$ cat src/rtl/hazard_pkg.sv
// Shared state encoding and constants for the pipeline hazard sequencer.
package hazard_pkg;

    typedef enum logic [1:0] {
        StRun     = 2'd0,
        StLuStall = 2'd1,
        StMemWait = 2'd2
    } hz_state_e;

    localparam int unsigned REG_W_DEFAULT = 4;
    localparam int unsigned ZERO_REG_ID   = 0;

endpackage

$ cat src/rtl/hazard_detect.sv
// Load-use hazard compare between the ID-stage sources and the ID/EX load destination.
module hazard_detect
    import hazard_pkg::*;
#(
    parameter int unsigned REG_W    = REG_W_DEFAULT,
    parameter bit          ZERO_REG = 1'b1
) (
    input  logic             id_valid,
    input  logic [REG_W-1:0] id_op1,
    input  logic [REG_W-1:0] id_op2,
    input  logic             id_use1,
    input  logic             id_use2,
    input  logic             idex_valid,
    input  logic             idex_is_load,
    input  logic [REG_W-1:0] idex_dst,
    output logic             lu_hit
);

    logic dst_is_zero;
    logic src_match;

    always_comb begin
        dst_is_zero = ZERO_REG && (idex_dst == REG_W'(ZERO_REG_ID));
        src_match   = (id_use1 && (id_op1 == idex_dst)) || (id_use2 && (id_op2 == idex_dst));
        lu_hit      = idex_valid && idex_is_load && id_valid && src_match && !dst_is_zero;
    end

endmodule

$ cat src/rtl/hazard_ctrl.sv
// Pipeline hazard sequencer: load-use stall, taken-branch flush and data-memory wait.
// Define HAZARD_PERF_EN to build the stall/flush performance counters.
module hazard_ctrl
    import hazard_pkg::*;
#(
    parameter int unsigned REG_W       = REG_W_DEFAULT,
    parameter int unsigned LU_CYCLES   = 1,
    parameter int unsigned MEM_TIMEOUT = 64,
    parameter int unsigned CNT_W       = 16,
    parameter bit          ZERO_REG    = 1'b1
) (
    input  logic             clk,
    input  logic             rst,
    input  logic             id_valid,
    input  logic [REG_W-1:0] id_op1,
    input  logic [REG_W-1:0] id_op2,
    input  logic             id_use1,
    input  logic             id_use2,
    input  logic             idex_valid,
    input  logic             idex_is_load,
    input  logic [REG_W-1:0] idex_dst,
    input  logic             ex_br_taken,
    input  logic             mem_req,
    input  logic             mem_ready,
    output logic             pc_we,
    output logic             ifid_we,
    output logic             ifid_flush,
    output logic             idex_bubble,
    output logic             pipe_hold,
    output logic             mem_err,
    output logic [1:0]       state_o,
    output logic [CNT_W-1:0] stall_cnt,
    output logic [CNT_W-1:0] flush_cnt
);

    localparam int unsigned       WAIT_W   = $clog2(MEM_TIMEOUT + 1);
    localparam logic [1:0]        LU_INIT  = 2'(LU_CYCLES - 1);
    localparam logic [WAIT_W-1:0] WAIT_MAX = WAIT_W'(MEM_TIMEOUT);

    hz_state_e         state_q, state_d;
    hz_state_e         ret_q, ret_d;
    logic [1:0]        bub_q, bub_d;
    logic [WAIT_W-1:0] wait_q, wait_d;
    logic              err_q, err_d;
    logic              lu_hit;
    logic              mem_block;

    hazard_detect #(
        .REG_W    (REG_W),
        .ZERO_REG (ZERO_REG)
    ) u_detect (
        .id_valid     (id_valid),
        .id_op1       (id_op1),
        .id_op2       (id_op2),
        .id_use1      (id_use1),
        .id_use2      (id_use2),
        .idex_valid   (idex_valid),
        .idex_is_load (idex_is_load),
        .idex_dst     (idex_dst),
        .lu_hit       (lu_hit)
    );

    assign mem_block = mem_req && !mem_ready;

    always_comb begin
        state_d     = state_q;
        ret_d       = ret_q;
        bub_d       = bub_q;
        wait_d      = wait_q;
        err_d       = err_q;
        pc_we       = 1'b1;
        ifid_we     = 1'b1;
        ifid_flush  = 1'b0;
        idex_bubble = 1'b0;
        pipe_hold   = 1'b0;

        unique case (state_q)
            StRun: begin
                if (mem_block) begin
                    pc_we     = 1'b0;
                    ifid_we   = 1'b0;
                    pipe_hold = 1'b1;
                    ret_d     = StRun;
                    state_d   = StMemWait;
                    wait_d    = WAIT_W'(1);
                end else if (ex_br_taken) begin
                    ifid_flush  = 1'b1;
                    idex_bubble = 1'b1;
                end else if (lu_hit) begin
                    pc_we       = 1'b0;
                    ifid_we     = 1'b0;
                    idex_bubble = 1'b1;
                    bub_d       = LU_INIT;
                    if (LU_INIT != 2'd0) state_d = StLuStall;
                end
            end
            StLuStall: begin
                pc_we   = 1'b0;
                ifid_we = 1'b0;
                // A memory wait parks the remaining bubbles until the access completes.
                if (mem_block) begin
                    pipe_hold = 1'b1;
                    ret_d     = StLuStall;
                    state_d   = StMemWait;
                    wait_d    = WAIT_W'(1);
                end else begin
                    idex_bubble = 1'b1;
                    bub_d       = bub_q - 2'd1;
                    if (bub_q == 2'd1) state_d = StRun;
                end
            end
            StMemWait: begin
                pc_we     = 1'b0;
                ifid_we   = 1'b0;
                pipe_hold = 1'b1;
                // The completing cycle does not count as a further wait cycle.
                if (mem_ready) begin
                    state_d = ret_q;
                end else if (wait_q != WAIT_MAX) begin
                    wait_d = wait_q + 1'b1;
                    if (wait_d == WAIT_MAX) err_d = 1'b1;
                end
            end
            default: state_d = StRun;
        endcase

        if (rst) begin
            pc_we       = 1'b0;
            ifid_we     = 1'b0;
            ifid_flush  = 1'b1;
            idex_bubble = 1'b1;
            pipe_hold   = 1'b0;
        end
    end

    always_ff @(posedge clk or posedge rst) begin
        if (rst) begin
            state_q <= StRun;
            ret_q   <= StRun;
            bub_q   <= '0;
            wait_q  <= '0;
            err_q   <= 1'b0;
        end else begin
            state_q <= state_d;
            ret_q   <= ret_d;
            bub_q   <= bub_d;
            wait_q  <= wait_d;
            err_q   <= err_d;
        end
    end

    assign state_o = state_q;
    assign mem_err = err_q;

`ifdef HAZARD_PERF_EN
    logic [CNT_W-1:0] stall_q;
    logic [CNT_W-1:0] flush_q;
    logic             br_accept;

    assign br_accept = (state_q == StRun) && !mem_block && ex_br_taken;

    always_ff @(posedge clk or posedge rst) begin
        if (rst) begin
            stall_q <= '0;
            flush_q <= '0;
        end else begin
            if (!pc_we && (stall_q != '1)) stall_q <= stall_q + 1'b1;
            if (br_accept && (flush_q != '1)) flush_q <= flush_q + 1'b1;
        end
    end

    assign stall_cnt = stall_q;
    assign flush_cnt = flush_q;
`else
    assign stall_cnt = '0;
    assign flush_cnt = '0;
`endif

endmodule
$ cat config.mk
export PLATFORM = sky130hd
export DESIGN_NAME = hazard_ctrl
export DESIGN_NICKNAME = d
export VERILOG_FILES = /design/src/rtl/hazard_pkg.sv /design/src/rtl/hazard_detect.sv /design/src/rtl/hazard_ctrl.sv
export SDC_FILE = /design/constraint.sdc
export NUM_CORES = 1
export LEC_CHECK = 0
export CAP_MARGIN = 20
export CORE_MARGIN = 2
export CORE_UTILIZATION = 38
export DETAILED_ROUTE_END_ITERATION = 16
export GPL_TIMING_DRIVEN = 0
export PLACE_DENSITY_LB_ADDON = 0.05
export SLEW_MARGIN = 20
export SYNTH_ARGS = -nofsm -noshare
export SYNTH_HDL_FRONTEND = slang
export SYNTH_SLANG_ARGS = --single-unit
$ cat constraint.sdc
create_clock -name clk -period 1.6 [get_ports clk]
set_input_delay 0.32 -clock clk [delete_from_list [all_inputs] [get_ports clk]]
set_output_delay 0.32 -clock clk [all_outputs]
set_load 0.05 [all_outputs]
==> results_dict.tcl <==
set metrics [dict create \
    gp_congestion 0.810 \
    die_y_microns 64.1 \
    rsz0062_at_grt "yes" \
    io_pins 62 \
    path_delay_family "simple AND/OR/NAND/NOR gates" \
    yosysUniqueCellTypes 42 \
    drtAntennaViolNets 0 \
    setup_viol 8 \
    num-fill-cells 280 \
    wirelength_microns 3770 \
    timing.max_cap.violations 0 \
    dieArea_sq_um 4110 \
    grt_usage_pct 17.6 \
    crit_type "input port to output pin" \
    fin_ws_ns -0.445 \
    insertedDiodeCount 0 \
    synth_area_leaders "dfrtp_1, buf_4, ha_1, xnor2_1, a21oi_1" \
    cts_htree_levels 1 \
    drv_slew 0 \
    clk_pin_slew_worst_paths_ns 0.10 \
    max_freq_mhz 489 \
    cts.sinks 13 \
    crit_path_cell_trace "buf_8, or4_4, nand4_4, o22ai_4, nand2b_1, a41o_4, buf_8, buf_8" \
    syn_to_final_growth_pct 73.3 \
    cts_root_buf "clkbuf_4" \
    initial_core_util_pct 40.2 \
    synth.most_common_cell "buf_4" \
    synthArstFlopShare_pct 100 \
    yosys.area_share.simple_pct 22.5 \
    r2r_start "wait_q[1]$_DFFE_PP0P_" \
    ys_seq_area_share_pct 23.7 \
    yosysTopAreaCellShare_pct 23.7 \
    via_count 1391 \
    crit_top_cell "buf_8" \
    die_x_microns 64.1 \
    hpwlAfterDp_microns 2450 \
    crit_buf_inv 3 \
    ctsHoldBuffers 0 \
    syn_inst 166 \
    portBuffers 29 \
    synth_top_area_cell "dfrtp_1" \
    finalHoldViolCount 0 \
    cts_tree "built" \
    startpoint "idex_dst[2]" \
    grt_pass1_vias 1349 \
    synthAdderAreaFrac_pct 7.29 \
    grt_pass1_wl_microns 5780 \
    clock_skew_ns 0.00135 \
    drive_gt1_share_pct 50.2 \
    synth_compound_area_share_pct 14.5 \
    synth-xor-area-share_pct 6.38 \
    p_leak_nw 1.11 \
    clk_latency_ns 0.29 \
    final_cells 301 \
    hold_ws_ns 0.466 \
    cp_slowest_stage_delay_ns 0.57 \
    fin_area_sq_um 2380 \
    avgRoutedWirePerCell_microns 12.5 \
    antenna_found_initial 0 \
    synth-edff-count 0 \
    drtIter0Drc 50 \
    r2r_setup_slack_ns -0.07 \
    fin_util_pct 69.6 \
    end_kind "output pin" \
    syn_avg_cell_area_sq_um 8.27 \
    cts.path.max_buffers 2 \
    ys_ff_latch 13 \
    netlist_area_sq_um 1370 \
    irDropWorstVdd_mv 1.11 \
    cts_buffers 3 \
    dp_slack_ns -1.50 \
    seqCellArea_sq_um 329 \
    drc 0 \
    p_per_area_nw_per_um2 1130 \
    synthTopCellsByCount "buf_4, dfrtp_1, nand2_1, a21oi_1" \
    crit_required_ns 1.28 \
    synthMuxAreaShare_pct 3.37 \
    synth_top_family_by_area "simple AND/OR/NAND/NOR gates" \
    worstPathMaxFanout 4 \
    firstDrtPassIters 4 \
    startpoint_type "input port" \
    worstHoldStart "mem_err$_DFFE_PP0P_" \
    grt_max_degree 13 \
    status "complete, but fails checks" \
    vias_per_cell 4.62 \
    fin_crit_sh_pct 128 \
    multi_input_area_sq_um 1120 \
    violations "setup timing" \
    core.rowCount 21 \
    place_area_sq_um 1900 \
    synth_warnings 0 \
    period_needed_ns 2.05 \
    cp_slowest_cell "or4_4" \
    ys.flop_type "dfrtp_1" \
    placed_cells_incl_taps 272 \
    grt_overflow 0 \
    arrival_ns 1.73 \
    final_nets 286 \
    core_sq_um 3420 \
    min-delay-path-class "flip-flop to flip-flop" \
]
registers in the layout (all words and copies together), names as in the netlist:
| signal | cells |
|---|---|
| bub_q | 2 |
| ret_q | 1 |
| mem_err | 1 |
| wait_q | 7 |
| state_o | 2 |
logic make-up (layout without fill, tap and decap cells):
logic type	Yosys count	after routing
mux	4	4
buf+inv	47	105
flops	13	13
simple gates	53	53
fa+ha+maj	8	8
xor+xnor	10	10
compound gates	30	30
other cells	1	32
path summary, 6_finish.rpt:
path | cells past startpoint | to
min in group asynchronous | 3 | bub_q[1]$_DFFE_PP0P_
worst min register to register | 1 | mem_err$_DFFE_PP0P_
worst max register to register | 7 | wait_q[6]$_DFFE_PP0P_
max in group asynchronous | 3 | wait_q[1]$_DFFE_PP0P_
worst max-delay path | 8 | pc_we
worst min-delay path | 1 | mem_err$_DFFE_PP0P_
where the power goes:
group          total [W]  switching (W)  internal [W]
Combinational    0.00200        0.00105      0.000947
Clock           0.000236       0.000139     0.0000969
Sequential      0.000456      0.0000689      0.000387
per-layer routing:
| metal | vias up | GRT usage [%] | part of all wire, % |
|---|---|---|---|
| li1 | 685 | - | - |
| met1 | 659 | 19.4 | 39 |
| met2 | 41 | 33.6 | 54 |
| met3 | 6 | 5.11 | 4.9 |
| met4 | 0 | 2.93 | 1.2 |
| met5 | - | 0 | 0 |
layout make-up:
type | count | area share, %
plain buffers | 35 | 12.3
multi-input cells | 137 | 47.1
clock buffers | 4 | 1.10
well taps | 46 | 2.42
flip-flops and latches | 13 | 13.8
repair buffers | 56 | 21.1
inverters | 10 | 2.21
per-stage QoR:
| stage | TNS, ns | total power (W) |
|---|---|---|
| 2_1_floorplan | -1.38 | 0.00152 |
| 3_3_place_gp | -10.77 | 0.00178 |
| 3_5_place_dp | -11.05 | 0.00181 |
| 4_1_cts | -1.54 | 0.00234 |
| 5_1_grt | -2.36 | 0.00286 |
| 6_report | -1.63 | 0.00269 |
repair_timing:
action,in CTS,in global routing
resized for setup,107,26
pin swaps,21,17
buffers inserted,14,13
setup endpoints to repair,20,15
cell usage in the layout (no fill, tap or decap), types with 3 or more instances in the layout:
cell type / n
nand2b_1: 5
nor3_1: 3
o21ai_1: 3
nand3_1: 3
nand3_2: 6
dfrtp_2: 3
buf_4: 55
a22o_1: 3
o21ai_0: 3
clkbuf_4: 3
o21ai_2: 3
buf_8: 3
xnor2_2: 4
and3_4: 3
conb_1: 32
xnor2_1: 5
nor2_1: 3
buf_6: 10
dlygate4sd2_1: 14
ha_4: 5
a21oi_1: 7
nand2_1: 11
inv_1: 4
dfrtp_1: 10
ha_1: 3
nor2_2: 3
a21oi_2: 3
No activity file was read; power rests on OpenSTA's default activity.
